### src/rtl/p4_adder_pipe.sv
// Pipelined P4 adder: Kogge-Stone block-carry tree, carry-select block sums, valid/ready handshake.
// Optional signed-overflow output is enabled by defining P4_ADDER_OVF_EN.
module p4_adder_pipe #(
  parameter int NBIT           = 32,
  parameter int NBIT_PER_BLOCK = 4,
  parameter int PIPE_STAGES    = 2
) (
  input  logic            clk,
  input  logic            rst,
  input  logic            in_valid,
  output logic            in_ready,
  input  logic [NBIT-1:0] a,
  input  logic [NBIT-1:0] b,
  input  logic            cin,
  input  logic            sub,
  output logic            out_valid,
  input  logic            out_ready,
  output logic [NBIT-1:0] s,
  output logic            cout
`ifdef P4_ADDER_OVF_EN
  ,
  output logic            ovf
`endif
);

  localparam int NBLK = NBIT / NBIT_PER_BLOCK;
  localparam int LVLS = $clog2(NBLK);

  // Per-block generate/propagate, {g, p}; carry-in is applied only at the sum stage.
  function automatic logic [2*NBLK-1:0] block_gp(input logic [NBIT-1:0] x, input logic [NBIT-1:0] y);
    logic [NBLK-1:0] g;
    logic [NBLK-1:0] p;
    logic [NBIT-1:0] gb;
    logic [NBIT-1:0] pb;
    gb = x & y;
    pb = x ^ y;
    for (int i = 0; i < NBLK; i++) begin
      g[i] = 1'b0;
      p[i] = 1'b1;
      for (int j = 0; j < NBIT_PER_BLOCK; j++) begin
        g[i] = gb[i*NBIT_PER_BLOCK+j] | (pb[i*NBIT_PER_BLOCK+j] & g[i]);
        p[i] = p[i] & pb[i*NBIT_PER_BLOCK+j];
      end
    end
    return {g, p};
  endfunction

  // Applies prefix-tree levels lo+1..hi; level l combines blocks 2^(l-1) apart.
  function automatic logic [2*NBLK-1:0] ks_range(input logic [2*NBLK-1:0] gp, input int lo, input int hi);
    logic [NBLK-1:0] g;
    logic [NBLK-1:0] p;
    logic [NBLK-1:0] low;
    g = gp[2*NBLK-1:NBLK];
    p = gp[NBLK-1:0];
    for (int l = 1; l <= LVLS; l++) begin
      if (l > lo && l <= hi) begin
        low = (NBLK'(1) << (1 << (l - 1))) - NBLK'(1);
        g = g | (p & (g << (1 << (l - 1))));
        p = p & ((p << (1 << (l - 1))) | low);
      end
    end
    return {g, p};
  endfunction

  function automatic logic [NBIT-1:0] sum_sel(input logic [NBIT-1:0] x, input logic [NBIT-1:0] y,
                                              input logic [NBLK-1:0] cb);
    logic [NBIT-1:0]           r;
    logic [NBIT_PER_BLOCK-1:0] s0;
    logic [NBIT_PER_BLOCK-1:0] s1;
    for (int i = 0; i < NBLK; i++) begin
      s0 = x[i*NBIT_PER_BLOCK +: NBIT_PER_BLOCK] + y[i*NBIT_PER_BLOCK +: NBIT_PER_BLOCK];
      s1 = s0 + 1'b1;
      r[i*NBIT_PER_BLOCK +: NBIT_PER_BLOCK] = cb[i] ? s1 : s0;
    end
    return r;
  endfunction

  // Tree level reached by register stage j; the last pre-output register always holds full block carries.
  function automatic int cut_pos(input int j);
    if (j >= PIPE_STAGES - 2) return LVLS;
    return ((j + 1) * LVLS) / (PIPE_STAGES - 1);
  endfunction

  logic [NBIT-1:0]        in_b;
  logic                   in_c;
  logic [2*NBLK-1:0]      in_gp;
  logic [NBIT-1:0]        fin_a;
  logic [NBIT-1:0]        fin_b;
  logic                   fin_c;
  logic                   fin_v;
  logic [2*NBLK-1:0]      fin_gp;
  logic [PIPE_STAGES-1:0] v_all;
  logic [PIPE_STAGES-1:0] load;

  assign in_b  = sub ? ~b : b;
  assign in_c  = sub | cin;
  assign in_gp = block_gp(a, in_b);

  always_comb begin : ready_chain
    logic rdy;
    rdy  = out_ready;
    load = '0;
    for (int k = PIPE_STAGES - 1; k >= 0; k--) begin
      load[k] = ~v_all[k] | rdy;
      rdy     = load[k];
    end
  end

  assign in_ready = load[0];
  assign v_all[PIPE_STAGES-1] = out_valid;

  generate
    if (PIPE_STAGES == 1) begin : g_direct
      assign fin_a  = a;
      assign fin_b  = in_b;
      assign fin_c  = in_c;
      assign fin_v  = in_valid;
      assign fin_gp = ks_range(in_gp, 0, LVLS);
    end else begin : g_pipe
      for (genvar gi = 0; gi < PIPE_STAGES - 1; gi++) begin : g_stage
        logic [NBIT-1:0]   a_reg;
        logic [NBIT-1:0]   b_reg;
        logic              c_reg;
        logic [2*NBLK-1:0] gp_reg;
        logic              v_reg;
        logic [NBIT-1:0]   a_next;
        logic [NBIT-1:0]   b_next;
        logic              c_next;
        logic [2*NBLK-1:0] gp_next;
        logic              v_next;

        if (gi == 0) begin : g_first
          assign a_next  = a;
          assign b_next  = in_b;
          assign c_next  = in_c;
          assign v_next  = in_valid;
          assign gp_next = ks_range(in_gp, 0, cut_pos(0));
        end else begin : g_mid
          assign a_next  = g_stage[gi-1].a_reg;
          assign b_next  = g_stage[gi-1].b_reg;
          assign c_next  = g_stage[gi-1].c_reg;
          assign v_next  = g_stage[gi-1].v_reg;
          assign gp_next = ks_range(g_stage[gi-1].gp_reg, cut_pos(gi - 1), cut_pos(gi));
        end

        assign v_all[gi] = v_reg;

        // Payload only moves with a valid op so bubbles never disturb held data.
        always_ff @(posedge clk) begin
          if (rst) begin
            v_reg  <= 1'b0;
            a_reg  <= '0;
            b_reg  <= '0;
            c_reg  <= 1'b0;
            gp_reg <= '0;
          end else if (load[gi]) begin
            v_reg <= v_next;
            if (v_next) begin
              a_reg  <= a_next;
              b_reg  <= b_next;
              c_reg  <= c_next;
              gp_reg <= gp_next;
            end
          end
        end
      end

      assign fin_a  = g_stage[PIPE_STAGES-2].a_reg;
      assign fin_b  = g_stage[PIPE_STAGES-2].b_reg;
      assign fin_c  = g_stage[PIPE_STAGES-2].c_reg;
      assign fin_v  = g_stage[PIPE_STAGES-2].v_reg;
      assign fin_gp = g_stage[PIPE_STAGES-2].gp_reg;
    end
  endgenerate

  logic [NBLK:0]   blk_carry;
  logic [NBIT-1:0] sum_next;

  assign blk_carry = {fin_gp[2*NBLK-1:NBLK] | (fin_gp[NBLK-1:0] & {NBLK{fin_c}}), fin_c};
  assign sum_next  = sum_sel(fin_a, fin_b, blk_carry[NBLK-1:0]);

`ifdef P4_ADDER_OVF_EN
  logic ovf_next;
  assign ovf_next = (fin_a[NBIT-1] == fin_b[NBIT-1]) & (sum_next[NBIT-1] != fin_a[NBIT-1]);
`endif

  always_ff @(posedge clk) begin
    if (rst) begin
      out_valid <= 1'b0;
      s         <= '0;
      cout      <= 1'b0;
`ifdef P4_ADDER_OVF_EN
      ovf       <= 1'b0;
`endif
    end else if (load[PIPE_STAGES-1]) begin
      out_valid <= fin_v;
      if (fin_v) begin
        s    <= sum_next;
        cout <= blk_carry[NBLK];
`ifdef P4_ADDER_OVF_EN
        ovf  <= ovf_next;
`endif
      end
    end
  end

endmodule

### config.mk
export PLATFORM = sky130hd
export DESIGN_NAME = p4_adder_pipe
export DESIGN_NICKNAME = d
export VERILOG_FILES = /design/src/rtl/p4_adder_pipe.sv
export SDC_FILE = /design/constraint.sdc
export NUM_CORES = 1
export LEC_CHECK = 0
export BUFFER_PORTS_ARGS = -buffer_cell sky130_fd_sc_hd__buf_4
export CAP_MARGIN = 20
export CORE_MARGIN = 5
export CORE_UTILIZATION = 45
export CTS_CLUSTER_DIAMETER = 60
export DETAILED_ROUTE_END_ITERATION = 6
export PLACE_DENSITY = 0.66
export SYNTH_ARGS = -nofsm -noshare
export SYNTH_HDL_FRONTEND = slang
export SYNTH_SLANG_ARGS = --single-unit
### constraint.sdc
create_clock -name clk -period 3.2 [get_ports clk]
set_input_delay 0.32 -clock clk [delete_from_list [all_inputs] [get_ports clk]]
set_output_delay 0.32 -clock clk [all_outputs]
set_load 0.02 [all_outputs]
# Yosys cells after proc, flatten, opt, wreduce, memory -nomap -nowiden
# Index checks and enable logic that the tools add are counted.
# totals
reg_bits	116
input_bits	70
# op_classes
add_sub_neg	16
n_mux	9
bitwise	91
reduce_logical	2
# op_table
operator	n
$and 8x8->8	7
$and 1x1->1	48
$add 4x1->4 const B	8
$add 4x4->4	8
$and 32x32->32	1
$mux 32	1
$mux 4	8
$not 32->32	1
$or 8x8->8	4
$xor 32x32->32	1
$or 1x1->1	27
$reduce_and 2->1	2
$not 1->1	2

# Logic depth before layout (Yosys ltp)
# logic_depth
word_depth	15
mapped_depth	10
depth_no_buf	8

# Least setup slack after synthesis
# No wires, ideal clock.
# synth_path
kind	input-to-reg
from	input sub
to	register g_pipe.g_stage[0].gp_reg[12], in the netlist fin_gp[12]
setup_ps	132
arrival_ps	2277
required_time_ps	3068
path_slack_ps	792
cell_stages	10
n_path_buf	2
cell_sequence	clkbuf_1 buf_2 xor2_1 ha_1 a41o_1 a21oi_1 o221a_4 o31ai_4 a211oi_1 nor3_1
# synth_via
word_cells_on_any_way	56
classes_between	mux (1); bitwise (55)
# synth_rtl
element	line_no	rtl
from (decl)	15	input logic sub,
$mux 32 (*)	95	assign in_b = sub ? ~b : b;
via g_pipe.g_stage[0].b_next[3]	127	logic [NBIT-1:0] b_next;
$xor 32x32->32	36	pb = x ^ y;
$and 1x1->1 (on tied branches)	41, 42	
$or 1x1->1 (tied with other cells)	41	g[i] = gb[i*NBIT_PER_BLOCK+j] | (pb[i*NBIT_PER_BLOCK+j] & g[i]);
$or 8x8->8 or $and 8x8->8 (tied branches)	58	g = g | (p & (g << (1 << (l - 1))));
$or 8x8->8 (*)	58	
$and 8x8->8 (*)	58	
$or 8x8->8 (*)	58	
to (signal assigned)	162	gp_reg <= gp_next;
to (decl)	124	logic [2*NBLK-1:0] gp_reg;
# The timed path passes the listed nets; every way through them passes the cells marked *.
# A chain may end at the register's enable or synchronous reset.

# Final worst setup path
# layout_path
from	input sub
to	register g_pipe.g_stage[0].gp_reg[7], in the netlist fin_gp[7]
# layout_via
word_cells_on_any_way	29
classes_between	mux (1); bitwise (28)
# layout_rtl
element	line_no	rtl
$mux 32	95	
via g_pipe.g_stage[0].b_next[10]	127	
$xor 32x32->32	36	
$and 1x1->1 (2 in series)	42	p[i] = p[i] & pb[i*NBIT_PER_BLOCK+j];
$and 8x8->8 (3 in series)	59	p = p & ((p << (1 << (l - 1))) | low);
# The timed path passes the listed nets, and every way through them passes these cells.

==> impl_results.html <==
<table>
<tr><th>Metric</th><th>Value</th></tr>
<tr><th colspan="2">Place</th></tr>
<tr><td>Standard cell area after detailed placement</td><td>roughly 7200 um2</td></tr>
<tr><td>Port bufs</td><td>between 100 and 150</td></tr>
<tr><td>DP HPWL</td><td>about 12000 um</td></tr>
<tr><td>Routability Congestion</td><td>a little over 0.8</td></tr>
<tr><th colspan="2">Finish</th></tr>
<tr><td>Net count, final</td><td>1001</td></tr>
<tr><td># diodes</td><td>0</td></tr>
<tr><td>Combined area of the multi-input logic cells</td><td>~3800 um2</td></tr>
<tr><td>Number of filler cells placed in the layout</td><td>between 1000 and 1500</td></tr>
<tr><td>Post-route design area</td><td>7786 um2</td></tr>
<tr><td>Fraction of layout instances using a drive strength above 1</td><td>0.1690</td></tr>
<tr><td>Sequential standard cell area</td><td>approximately 2300 um2</td></tr>
<tr><td>Area delta synth-&gt;final</td><td>23.06%</td></tr>
<tr><th colspan="2">Clock network</th></tr>
<tr><td>Buffers from clock root to sink, at most</td><td>2</td></tr>
<tr><td>CTS buffer count</td><td>17</td></tr>
<tr><td>Count of hold-fix buffers inserted at cts</td><td>0</td></tr>
<tr><td>Count of buffers added by post-CTS timing repair for setup</td><td>0</td></tr>
<tr><td>Number of H-tree levels</td><td>4</td></tr>
<tr><td>Clk slew on worst S/H paths</td><td>about 0.050 ns</td></tr>
<tr><td>Clock root buffer</td><td>clkbuf_16</td></tr>
<tr><td>Clock latency reported for the late side of the worst-skew pair</td><td>0.41 ns</td></tr>
<tr><td>Resized cells post-CTS</td><td>0</td></tr>
<tr><td>Clock tree from TritonCTS</td><td>yes</td></tr>
<tr><td>Sinks on the clock net</td><td>between 100 and 150</td></tr>
<tr><th colspan="2">Detailed routing</th></tr>
<tr><td>Antenna-violating nets left</td><td>0</td></tr>
<tr><td>Vias after detailed routing</td><td>~5500</td></tr>
<tr><td>Initial DRT Pass Iterations</td><td>5</td></tr>
<tr><td>DRC errors left</td><td>0</td></tr>
<tr><td>Avg Vias per Cell</td><td>5.244</td></tr>
<tr><td>Final routed wire length divided by cell count</td><td>around 15 um</td></tr>
<tr><td>Wire length reported by the detailed router</td><td>roughly 16000 um</td></tr>
<tr><td>DRT iter0 DRCs</td><td>338</td></tr>
<tr><th colspan="2">Hold path</th></tr>
<tr><td>Cell depth of the worst hold path</td><td>3</td></tr>
<tr><td>Class of the worst hold path</td><td>primary input to flip-flop</td></tr>
<tr><td>Hold-critical path endpoint</td><td>fin_a[3]$_SDFFE_PP0P_</td></tr>
<tr><td>Startpoint of the worst hold path</td><td>a[3]</td></tr>
<tr><th colspan="2">Worst setup path</th></tr>
<tr><td>Critical R2R Capture</td><td>s[7]$_SDFFE_PP0P_</td></tr>
<tr><td>Crit end category</td><td>flip-flop</td></tr>
<tr><td>Start-to-end type of the worst setup path</td><td>primary input to flip-flop</td></tr>
<tr><td>Reg2reg path depth</td><td>8</td></tr>
<tr><td>CP Data Required Time</td><td>~3.5 ns</td></tr>
<tr><td>Startpoint Class</td><td>primary input</td></tr>
<tr><td>CP Max Fanout</td><td>33</td></tr>
<tr><td>R2R setup slack</td><td>1.21 ns</td></tr>
<tr><td>Crit Reg-Reg Startpoint</td><td>fin_a[4]$_SDFFE_PP0P_</td></tr>
<tr><td>Arrival time of data at the critical path endpoint</td><td>approximately 2.6 ns</td></tr>
<tr><th colspan="2">Timing</th></tr>
<tr><td>Final setup violation count</td><td>0</td></tr>
<tr><td>Final Max Slew Viols</td><td>0</td></tr>
<tr><td>Actual slew at the worst max-slew pin</td><td>a little over 0.9 ns</td></tr>
<tr><td>Maximum clock rate</td><td>between 0.4 and 0.5 GHz</td></tr>
<tr><td>Worst relative slew slack</td><td>0.3876</td></tr>
<tr><td>Total count of hold-check failures in the final report</td><td>0</td></tr>
<tr><td>Tmin final</td><td>about 2.3 ns</td></tr>
<tr><td>Setup repair after global routing missed its margin</td><td>no</td></tr>
<tr><td>Setup tns final</td><td>0 ns</td></tr>
<tr><td>Period utilization</td><td>0.7192</td></tr>
<tr><td>Clock skew</td><td>approximately 0.0063 ns</td></tr>
<tr><th colspan="2">Yosys</th></tr>
<tr><td>Leading post-synthesis cells by instance count</td><td>nand2_1 (207), a21oi_1 (127), dfxtp_1 (116), ha_1 (64), xor2_1 (47)</td></tr>
<tr><td>Fraction of synthesis flops using an asynchronous set or reset pin</td><td>0</td></tr>
<tr><td>Warnings, synthesis</td><td>0</td></tr>
<tr><td>Main flop type after synthesis</td><td>dfxtp_1</td></tr>
<tr><td>Total standard cell area after synthesis</td><td>roughly 6300 um2</td></tr>
<tr><td>Count of state elements after synthesis</td><td>between 100 and 150</td></tr>
<tr><td>Area leader, netlist</td><td>dfxtp_1</td></tr>
<tr><td>Most frequently used cell type in the post-synthesis netlist</td><td>nand2_1</td></tr>
<tr><td>Synth unique cells</td><td>34</td></tr>
<tr><td>Post-synth top area share</td><td>0.3670</td></tr>
<tr><td>Post-synthesis cell count</td><td>around 770</td></tr>
<tr><td>Number of synthesized flops with an enable pin</td><td>0</td></tr>
<tr><td>Post-Syn Nets</td><td>around 910</td></tr>
<tr><td>Sequential-to-total area share from yosys stat</td><td>0.3670</td></tr>
<tr><td>Dominant cells by area after synthesis</td><td>dfxtp_1 (37%), ha_1 (13%), nand2_1 (12%)</td></tr>
<tr><td>Avg Synthesized Cell Area</td><td>slightly above 8 um2</td></tr>
<tr><th colspan="2">Floorplanning</th></tr>
<tr><td>Total I/O pin count</td><td>about 110</td></tr>
<tr><td>Area of the placeable core</td><td>about 14000 um2</td></tr>
<tr><td>Die height</td><td>128.6 um</td></tr>
<tr><td>Width of the die</td><td>~130 um</td></tr>
<tr><td>Effective utilization at floorplan</td><td>0.4576</td></tr>
<tr><td>Floorplan die area</td><td>16530 um2</td></tr>
<tr><td>Number of standard-cell rows in the floorplan</td><td>between 40 and 50</td></tr>
<tr><th colspan="2">Run status</th></tr>
<tr><td>Outcome</td><td>completed</td></tr>
<tr><th colspan="2">GRT</th></tr>
<tr><td>Combined global-route utilization of all metal layers</td><td>0.1974</td></tr>
<tr><td>First-pass GRT wire length</td><td>roughly 26000 um</td></tr>
<tr><td>Total grt overflow</td><td>0</td></tr>
<tr><td>Largest net degree at the start of global routing</td><td>85</td></tr>
<tr><td>Vias in the first global route</td><td>around 5500</td></tr>
<tr><td>Initial antenna violation count</td><td>0</td></tr>
<tr><th colspan="2">Job</th></tr>
<tr><td>Max-Cap Viols</td><td>0</td></tr>
<tr><th colspan="2">Power</th></tr>
<tr><td>Maximum vdd ir drop</td><td>roughly 0.31 mV</td></tr>
<tr><td>Power per unit of standard cell area</td><td>approximately 530 nW/um2</td></tr>
<tr><td>Leakage power</td><td>3.531 nW</td></tr>
</table>
per-stage QoR:
step / util / power (mW) / std cells / worst slack [ns] / hold slack, ns
after floorplan: - / 2.157 / 769 / 0.7917 / 0.4400
after global placement: 0.5234 / 2.392 / 1020 / 0.6235 / 0.4381
after detailed placement: 0.5234 / 2.418 / 1020 / 0.4984 / 0.4455
after global routing: 0.5631 / 4.348 / 1050 / 0.7405 / 0.1623
after CTS: 0.5631 / 4.172 / 1050 / 0.9449 / 0.1483
final: 0.5631 / 4.122 / 1050 / 0.8985 / 0.1712
state kept, by name, summed over array words and instances, names as in the netlist:
| name | cells |
|---|---|
| fin_c | 1 |
| fin_a | 32 |
| fin_v | 1 |
| fin_gp | 16 |
| s | 32 |
| fin_b | 32 |
| out_valid | 1 |
| cout | 1 |
kinds of logic (layout without fill, tap and decap cells):
| kind of cell | after synthesis | count (layout) | synth area share |
|---|---|---|---|
| AO/OA/AOI/OAI | 169 | 169 | 0.1542 |
| flip-flops | 116 | 116 | 0.3670 |
| adder cells (fa/ha/maj) | 72 | 72 | 0.1519 |
| multiplexers | 2 | 2 | 0.003164 |
| buffers and inverters | 46 | 147 | 0.02946 |
| AND/OR/NAND/NOR | 284 | 284 | 0.1835 |
| XOR/XNOR | 80 | 80 | 0.1107 |
routing by layer:
layer | part of all wire | routed length, um | vias up | global-route usage
met5 | 0 | 0 | - | 0
met4 | 0.016 | 260 | 0 | 0.08153
met3 | 0.055 | 869 | 20 | 0.04400
met2 | 0.49 | 7796 | 152 | 0.3356
met1 | 0.43 | 6868 | 2547 | 0.2422
li1 | - | - | 2787 | -
where the power goes:
part / total (mW) / switching (mW) / internal (mW) / leakage (nW)
registers: 1.60 / 0.0629 / 1.54 / 0.953
logic: 0.786 / 0.442 / 0.344 / 2.30
clock network: 1.73 / 0.616 / 1.12 / 0.278
area by class of cell:
class | instances | area share
multi-input cells | 607 | 0.4909
flip-flops and latches | 116 | 0.2982
repair buffers | 114 | 0.1099
clock buffers | 26 | 0.06797
well taps | 180 | 0.02892
clock inverters | 4 | 0.002571
inverters | 3 | 0.001446
cell usage in the layout, fill, tap and decap left out, types with 2 or more instances in the layout:
| cell | synthesis | routed |
|---|---|---|
| and4_1 | 2 | 2 |
| dfxtp_1 | 116 | 116 |
| fa_1 | 8 | 8 |
| nand4_1 | 17 | 17 |
| a21oi_1 | 127 | 127 |
| xor2_1 | 47 | 47 |
| nor2_1 | 36 | 36 |
| nand2b_1 | 2 | 2 |
| xnor2_1 | 33 | 33 |
| o21ai_0 | 5 | 5 |
| clkbuf_16 | 0 | 17 |
| clkbuf_1 | 32 | 2 |
| nor3_1 | 10 | 10 |
| inv_1 | 3 | 3 |
| clkbuf_8 | 0 | 7 |
| a21o_1 | 15 | 15 |
| nor2b_1 | 2 | 2 |
| clkinv_2 | 0 | 4 |
| nand2_1 | 207 | 206 |
| buf_4 | 0 | 114 |
| a311oi_1 | 7 | 7 |
| nand3_1 | 3 | 3 |
| mux2i_1 | 2 | 2 |
| a22oi_1 | 2 | 2 |
| a211oi_1 | 7 | 7 |
| ha_1 | 64 | 64 |
worst max-delay path, stage by stage:
cell and delay (ns):
buf_4 0.47, xor2_1 0.19, ha_1 0.33, nand4_1 0.23, nor3_1 0.36, nand3_1 0.17
nor3_1 0.33, a22oi_1 0.12, nor2_1 0.10
worst max path at each step:
stage / slack [ns] / start / depth (start not counted) / end
floorplan: 0.79 / sub / 10 / fin_gp[12]$_SDFFE_PP0P_
global placement: 0.62 / sub / 9 / fin_gp[12]$_SDFFE_PP0P_
detailed placement: 0.50 / sub / 9 / fin_gp[6]$_SDFFE_PP0P_
CTS: 0.94 / sub / 9 / fin_gp[12]$_SDFFE_PP0P_
global route: 0.74 / sub / 9 / fin_gp[7]$_SDFFE_PP0P_
finish: 0.90 / sub / 9 / fin_gp[7]$_SDFFE_PP0P_
Power figures use the tool's default switching activity.
